### src/rtl/dag_pkg.sv
// dag_pkg: shared constants and types for the data address generator.
// Optional wrap flag output is enabled by DAG_WRAP_FLAG_EN.
package dag_pkg;

  localparam int NUM_BUF = 8;
  localparam int ADDR_W  = 16;
  localparam int LEN_W   = 12;
  localparam int EXP_W   = 3;
  localparam int SEL_W   = $clog2(NUM_BUF);

  typedef logic [SEL_W-1:0] dag_sel_t;

  typedef struct packed {
    logic [ADDR_W-1:0] base;
    logic [LEN_W-1:0]  len;
    logic              sign;
    logic [EXP_W-1:0]  expt;
  } dag_cfg_t;

endpackage

### src/rtl/dag_next_off.sv
// dag_next_off: circular post-modify of a buffer offset by +/-2**expt.
// Flags when a wrap correction or a forced-zero recovery was applied.
module dag_next_off
  import dag_pkg::*;
(
  input  logic [LEN_W-1:0] offset,
  input  logic [LEN_W-1:0] len,
  input  logic             sign,
  input  logic [EXP_W-1:0] expt,
  output logic [LEN_W-1:0] next_off,
  output logic             wrapped
);

  localparam int TW = LEN_W + 2;

  logic signed [TW-1:0] step;
  logic signed [TW-1:0] lenx;
  logic signed [TW-1:0] offx;
  logic signed [TW-1:0] raw;
  logic signed [TW-1:0] fix;
  logic                 corr;
  logic                 bad;

  always_comb begin
    step = TW'(1) << expt;
    lenx = {2'b00, len};
    offx = {2'b00, offset};
    raw  = sign ? (offx - step) : (offx + step);
    corr = sign ? (raw < 0) : (raw >= lenx);
    fix  = raw;
    if (corr) fix = sign ? (raw + lenx) : (raw - lenx);
    // stride larger than the buffer can still land outside after one fix
    bad      = (fix < 0) || (fix >= lenx);
    next_off = bad ? '0 : fix[LEN_W-1:0];
    wrapped  = corr | bad;
  end

endmodule

### src/rtl/dag_core.sv
// dag_core: NUM_BUF circular-buffer address generator, registered output.
// Define DAG_WRAP_FLAG_EN to add the registered wrap output.
module dag_core
  import dag_pkg::*;
(
  input  logic              clk,
  input  logic              reset,
  input  logic              re,
  input  dag_sel_t          cbs,
  input  logic              we,
  input  logic [ADDR_W-1:0] base,
  input  logic [LEN_W-1:0]  len,
  input  logic              sign,
  input  logic [EXP_W-1:0]  expt,
`ifdef DAG_WRAP_FLAG_EN
  output logic              wrap,
`endif
  output logic [ADDR_W-1:0] a
);

  dag_cfg_t         cfg [NUM_BUF];
  logic [LEN_W-1:0] off [NUM_BUF];

  dag_cfg_t         cur;
  logic [LEN_W-1:0] cur_off;
  logic [LEN_W-1:0] nxt_off;
  logic             nxt_wrap;

  assign cur     = cfg[cbs];
  assign cur_off = off[cbs];

  dag_next_off u_next (
    .offset   (cur_off),
    .len      (cur.len),
    .sign     (cur.sign),
    .expt     (cur.expt),
    .next_off (nxt_off),
    .wrapped  (nxt_wrap)
  );

  always_ff @(posedge clk) begin
    if (reset) begin
      a <= '0;
      for (int i = 0; i < NUM_BUF; i++) begin
        cfg[i] <= '0;
        off[i] <= '0;
      end
    end else if (we) begin
      cfg[cbs] <= '{base: base, len: len, sign: sign, expt: expt};
      off[cbs] <= '0;
    end else if (re) begin
      a        <= cur.base + ADDR_W'(cur_off);
      off[cbs] <= nxt_off;
    end
  end

`ifdef DAG_WRAP_FLAG_EN
  always_ff @(posedge clk) begin
    if (reset) wrap <= 1'b0;
    else       wrap <= re & ~we & nxt_wrap;
  end
`else
  logic unused_wrap;
  assign unused_wrap = nxt_wrap;
`endif

endmodule

### config.mk
export PLATFORM = sky130hd
export DESIGN_NAME = dag_core
export DESIGN_NICKNAME = d
export VERILOG_FILES = /design/src/rtl/dag_pkg.sv /design/src/rtl/dag_next_off.sv /design/src/rtl/dag_core.sv
export SDC_FILE = /design/constraint.sdc
export NUM_CORES = 1
export LEC_CHECK = 0
export ABC_AREA = 1
export CELL_PAD_IN_SITES_DETAIL_PLACEMENT = 1
export CELL_PAD_IN_SITES_GLOBAL_PLACEMENT = 1
export CORE_MARGIN = 5
export CORE_UTILIZATION = 49
export DETAILED_ROUTE_END_ITERATION = 12
export PLACE_DENSITY_LB_ADDON = 0.1
export REMOVE_ABC_BUFFERS = 1
export SLEW_MARGIN = 10
export SYNTH_ARGS = -nofsm -noshare
export SYNTH_HDL_FRONTEND = slang
export SYNTH_SLANG_ARGS = --single-unit
### constraint.sdc
create_clock -name clk -period 8.8 [get_ports clk]
set_input_delay 1.76 -clock clk [delete_from_list [all_inputs] [get_ports clk]]
set_output_delay 1.76 -clock clk [all_outputs]
set_load 0.005 [all_outputs]
# Word-level counts from Yosys, hierarchy flattened
# Memory sizes are Yosys's and may differ from the RTL's.
# Cells that the tools add are included.
[word_totals]
input_bits = 39
word_cells = 40
n_memories = 2
mem_bits_rw = 352
ff_bits = 16
output_inout_bits = 16
[memory_table]
columns = ["name", "words", "width", "rd", "rd_clocked_by_memory_dff", "write_ports", "line_no", "text"]
rows = [
  ["cfg", 8, 32, 1, 0, 8, "dag_core.sv:21", "dag_cfg_t cfg [NUM_BUF];"],
  ["off", 8, 12, 1, 0, 8, "dag_core.sv:22", "logic [LEN_W-1:0] off [NUM_BUF];"],
]
[op_classes]
n_mux = 21
magnitude_cmp = 4
reduce_logical = 4
bitwise_logic = 2
shifts = 1
n_addsub = 5
[op_table]
columns = ["cell", "n"]
rows = [
  ["14-bit two-way mux", 3],
  ["12-bit two-way mux", 3],
  ["32-bit two-way mux", 1],
  ["32-bit OR reduction", 1],
  ["14-bit by 13-bit greater-or-equal comparator with 1-bit output", 2],
  ["14-bit by 1-bit less-than comparator with 1-bit output (second input constant)", 2],
  ["16-bit by 12-bit adder with 16-bit output", 1],
  ["13-bit by 14-bit adder with 14-bit output", 1],
  ["14-bit by 13-bit adder with 14-bit output", 1],
  ["1-bit by 3-bit left shift with 14-bit output (first input constant)", 1],
  ["13-bit by 14-bit subtractor with 14-bit output", 1],
  ["14-bit by 13-bit subtractor with 14-bit output", 1],
  ["1-bit two-way mux", 12],
  ["12-bit OR reduction", 1],
  ["3-bit two-way mux", 2],
  ["2-bit AND reduction", 1],
  ["1-bit logical OR", 1],
  ["1-bit NOT", 1],
  ["1-bit OR", 1],
]

# Depth between registers and ports, before layout
# An unclocked memory read counts as a cell.
[depth]
depth_word = 12
mapped_depth = 53

# By module
# Synthesis repeated with hierarchy kept, for this count alone.
[hier_totals]
cells_unflattened = 1926
hier_area_um2 = 18596.6
[modules_own_cells]
columns = ["module", "cells_per_inst", "n_inst", "seq_area_each_um2", "area_per_inst_um2"]
rows = [
  ["dag_core", 1426, 1, 10890.4, 15827.7],
  ["dag_next_off", 500, 1, 0.0, 2768.9],
]

# Worst setup path before layout
# OpenSTA, ideal clock, no wires.
[synth_path]
path_type = "input-to-reg"
start = "input cbs[1]"
end = "memory off[0][10], data pin"
path_slack_ns = 0.619
cell_stages = 49
arrival_time_ns = 8.042
path_buffers = 5
required_time_ns = 8.661
cell_sequence = "buf_4 > inv_2 > buf_6 > nand3_1 > inv_1 > a22o_1 > a221oi_1 > nand2_1 > inv_1 > nand2_1 > ha_1 > nor2_1 > xnor2_1 > inv_1 > ha_1 > a21oi_1 > nand2_1 > a21oi_1 > [13 not listed] > nand2_2 > nand2_4 > nand2_4 > buf_6 > nand2_1 > nand2_1 > inv_1 > ha_1 > a21oi_1 > nor2_1 > a211oi_1 > o21bai_1 > a221oi_1 > nand2_2 > nor2_8 > buf_12 > nand3_4 > nor2_2"
[synth_rtl]
columns = ["element", "line_no", "text"]
rows = [
  ["start: declaration", "dag_core.sv:9", "input dag_sel_t cbs,"],
  ["end: declaration", "dag_core.sv:22", ""],
]

==> impl_metrics.ini <==
[run_status]
status = completed

[sta]
fin_crit_ns = 8.45
skew_ns = 0.0110
worstMarginPinSlew_ns = 1.18
max_freq_mhz = 118
hold_slack_ns = 0.514
finalHoldViolations = 0
period_share_pct = 96.0
timing.final.ws_setup_ns = 0.353
slew_headroom_pct = 20.8
setup_viol = 0
slew_violations = 0

[cells_and_area]
area_growth_pct = 16.7
final_nets = 2073
fin_area_sq_um = 21900
regArea_sq_um = 10900
diodes = 0
fillers = 4124
multi_input_area_sq_um = 6930
instances_no_fill = 2510
layout-drive-gt1-share_pct = 16.4

[critical_path]
critPathSlowestCell = clkdlybuf4s50_1
cp.arrival_ns = 8.85
worstSetupEndpointType = flip-flop
cp.buffers_inverters = 10
cp_top_family = simple AND/OR/NAND/NOR gates
crit_path_start_kind = primary input
cp_common_cell = nand2_1
slowest_delay_ns = 0.43
path_max_fanout = 9
cp.required_ns = 9.20
critPathKind = primary input to flip-flop

[yosys]
ys_types = 51
seq_area_frac_synth_pct = 58.1
async_flop_share_pct = 0
synth_edf_count = 352
syn_area_sq_um = 18700
ys_warn_count = 0
synth_flop_cell = edfxtp_1
syn_inst = 1848
ys_seq_elements = 368
syn_avg_cell_area_sq_um = 10.1

[clock_tree]
clk_latency_ns = 0.56
numCtsBuffers = 40
cts_tree = yes
cts_sinks = 368
cts_root_buf = clkbuf_16
h-tree-depth = 2
path_clk_slew_ns = 0.06
cts.path.max_buffers = 3
hold_buffers = 0

[route]
drt_pass1_iterations = 5
drc = 0
wire_per_inst_um = 24.5
postRouteAntennaNets = 0
routed_wl_um = 61400
initialDrtViolationCount = 1179
vias_per_cell = 5.81
num_vias = 14600

[grt]
grt_pass1_wl_um = 91800
antenna_found_initial = 0
grt_use_total_pct = 29.0
grt_overflow_total = 0
grt_pass1_vias = 15400
grt_max_degree = 40

[power]
p_leak_nw = 8.74
ir_drop_v = 0.000186
power_density_nw_per_um2 = 259
power.total_w = 0.00566

[placed_design]
pre_cts_ws_ns = -0.346
place_congestion = 0.869
hpwl_um = 39200
dp_cells = 2434
place_area_sq_um = 20400
io_buffers = 54

[floorplan]
dieWidth_um = 206
start_util_pct = 49.7
core-area_sq_um = 37800
dieArea_sq_um = 42300
rows = 71
pin_count = 55
die-height_um = 206

[flow_run]
maxCapViolations = 0

[min_path]
hold_path_class = flip-flop to flip-flop
[worst register-to-register path, delay by kind of cell, from the launching register on]
kind            cells  cell delay (ns)
xor+xnor            1             0.25
compound gates     11             1.78
flops               1             0.38
buf+inv             7             0.89
simple gates       18             2.11
fa+ha+maj           4             1.35
[metrics by stage]
| step | setup TNS (ns) | util, % |
|---|---|---|
| CTS | 0 | 57.6 |
| detailed placement | -28.69 | 54.1 |
| global placement | 0 | 54.1 |
| finish | 0 | 57.9 |
| global route | -1.18 | 57.9 |
| floorplan | -109.52 | - |
[cells in the mapped netlist (3+ instances only)]
library cell / n / area share (%)
fa_1: 4 / 0.43
ha_1: 61 / 4.1
nor2_2: 91 / 3.0
inv_2: 3 / 0.060
inv_1: 171 / 3.4
dfxtp_1: 16 / 1.7
buf_2: 9 / 0.24
nor2_1: 323 / 6.5
o21bai_1: 3 / 0.12
a221oi_1: 31 / 1.4
o21ai_0: 53 / 1.4
nand2_2: 6 / 0.20
xnor2_1: 5 / 0.23
buf_6: 7 / 0.42
nand3_2: 4 / 0.21
xor2_1: 24 / 1.1
a21oi_1: 53 / 1.4
nand2_4: 5 / 0.30
a22o_1: 44 / 2.1
o211ai_1: 5 / 0.20
a211oi_1: 3 / 0.12
nand3_4: 11 / 1.0
a21o_1: 4 / 0.16
a22oi_1: 38 / 1.5
o22ai_1: 8 / 0.27
clkbuf_1: 52 / 1.0
buf_1: 17 / 0.34
nand3_1: 51 / 1.4
nor3_1: 14 / 0.37
a31oi_1: 3 / 0.10
nand2_1: 313 / 6.3
nand4_1: 41 / 1.4
edfxtp_1: 352 / 56
[per-layer routing]
layer | wire, um | GRT usage [%]
met5 | 0 | 0
met4 | 1810 | 8.97
met3 | 3590 | 4.19
met2 | 30900 | 51.1
met1 | 25200 | 37.3
[flip-flops by register name, indices dropped and copies added (netlist names)]
| signal | count |
|---|---|
| a | 16 |
| cfg | 256 |
| off | 96 |
[placed cells by master, fill, tap and decap left out, drive strengths merged, types with 3 or more instances in the layout]
cell type      count
bufinv             4
a21o               4
xnor2              5
nor2             415
dfxtp             16
a31oi              3
a211oi             3
buf              113
nand4             41
a21boi             3
o21bai             4
o22ai              8
a22oi             38
nand3             66
nand2            324
a22o              44
o211ai             5
edfxtp           352
ha                61
clkbuf            52
clkdlybuf4s50     53
fa                 4
inv              177
o21ai             54
a21oi             53
xor2              24
clkinv            14
nor3              15
a221oi            31
[logic make-up after synthesis]
family / synth area share [%]
xor+xnor: 1.35
simple gates: 21.0
flops: 58.1
compound gates: 9.30
buf+inv: 5.78
fa+ha+maj: 4.50
[path summary, 6_finish.rpt]
check | start | endpoint | slack (ns) | depth (start not counted)
worst max-delay path | cbs[1] | off[3][3]$_SDFFCE_PN0P_ | 0.35 | 45
worst min-delay path | a[0]$_SDFFE_PP0P_ | a[0]$_SDFFE_PP0P_ | 0.51 | 2
worst max register to register | cfg[2][0]$_SDFFCE_PN0P_ | off[3][3]$_SDFFCE_PN0P_ | 1.88 | 41
worst min register to register | a[0]$_SDFFE_PP0P_ | a[0]$_SDFFE_PP0P_ | 0.51 | 2
[layout make-up]
type,instances,area share (%)
repair buffers,167,6.66
flip-flops and latches,368,49.8
clock buffers,52,4.98
inverters,176,3.04
clock inverters,20,0.961
well taps,511,2.92
multi-input cells,1216,31.7
[power breakdown]
part | leakage (nW) | internal [W] | total, W | switching (W)
sequential | 3.58 | 0.00202 | 0.00205 | 0.0000327
combinational | 4.52 | 0.000745 | 0.00191 | 0.00117
clock | 0.634 | 0.000992 | 0.00170 | 0.000704
[repair_timing]
action                                 4_1_cts  5_1_grt
buffers inserted                             0        4
endpoints found under the hold margin        0        0
gates resized for setup                      0       29
setup endpoints to repair                    0       96
Power figures use the tool's default switching activity.
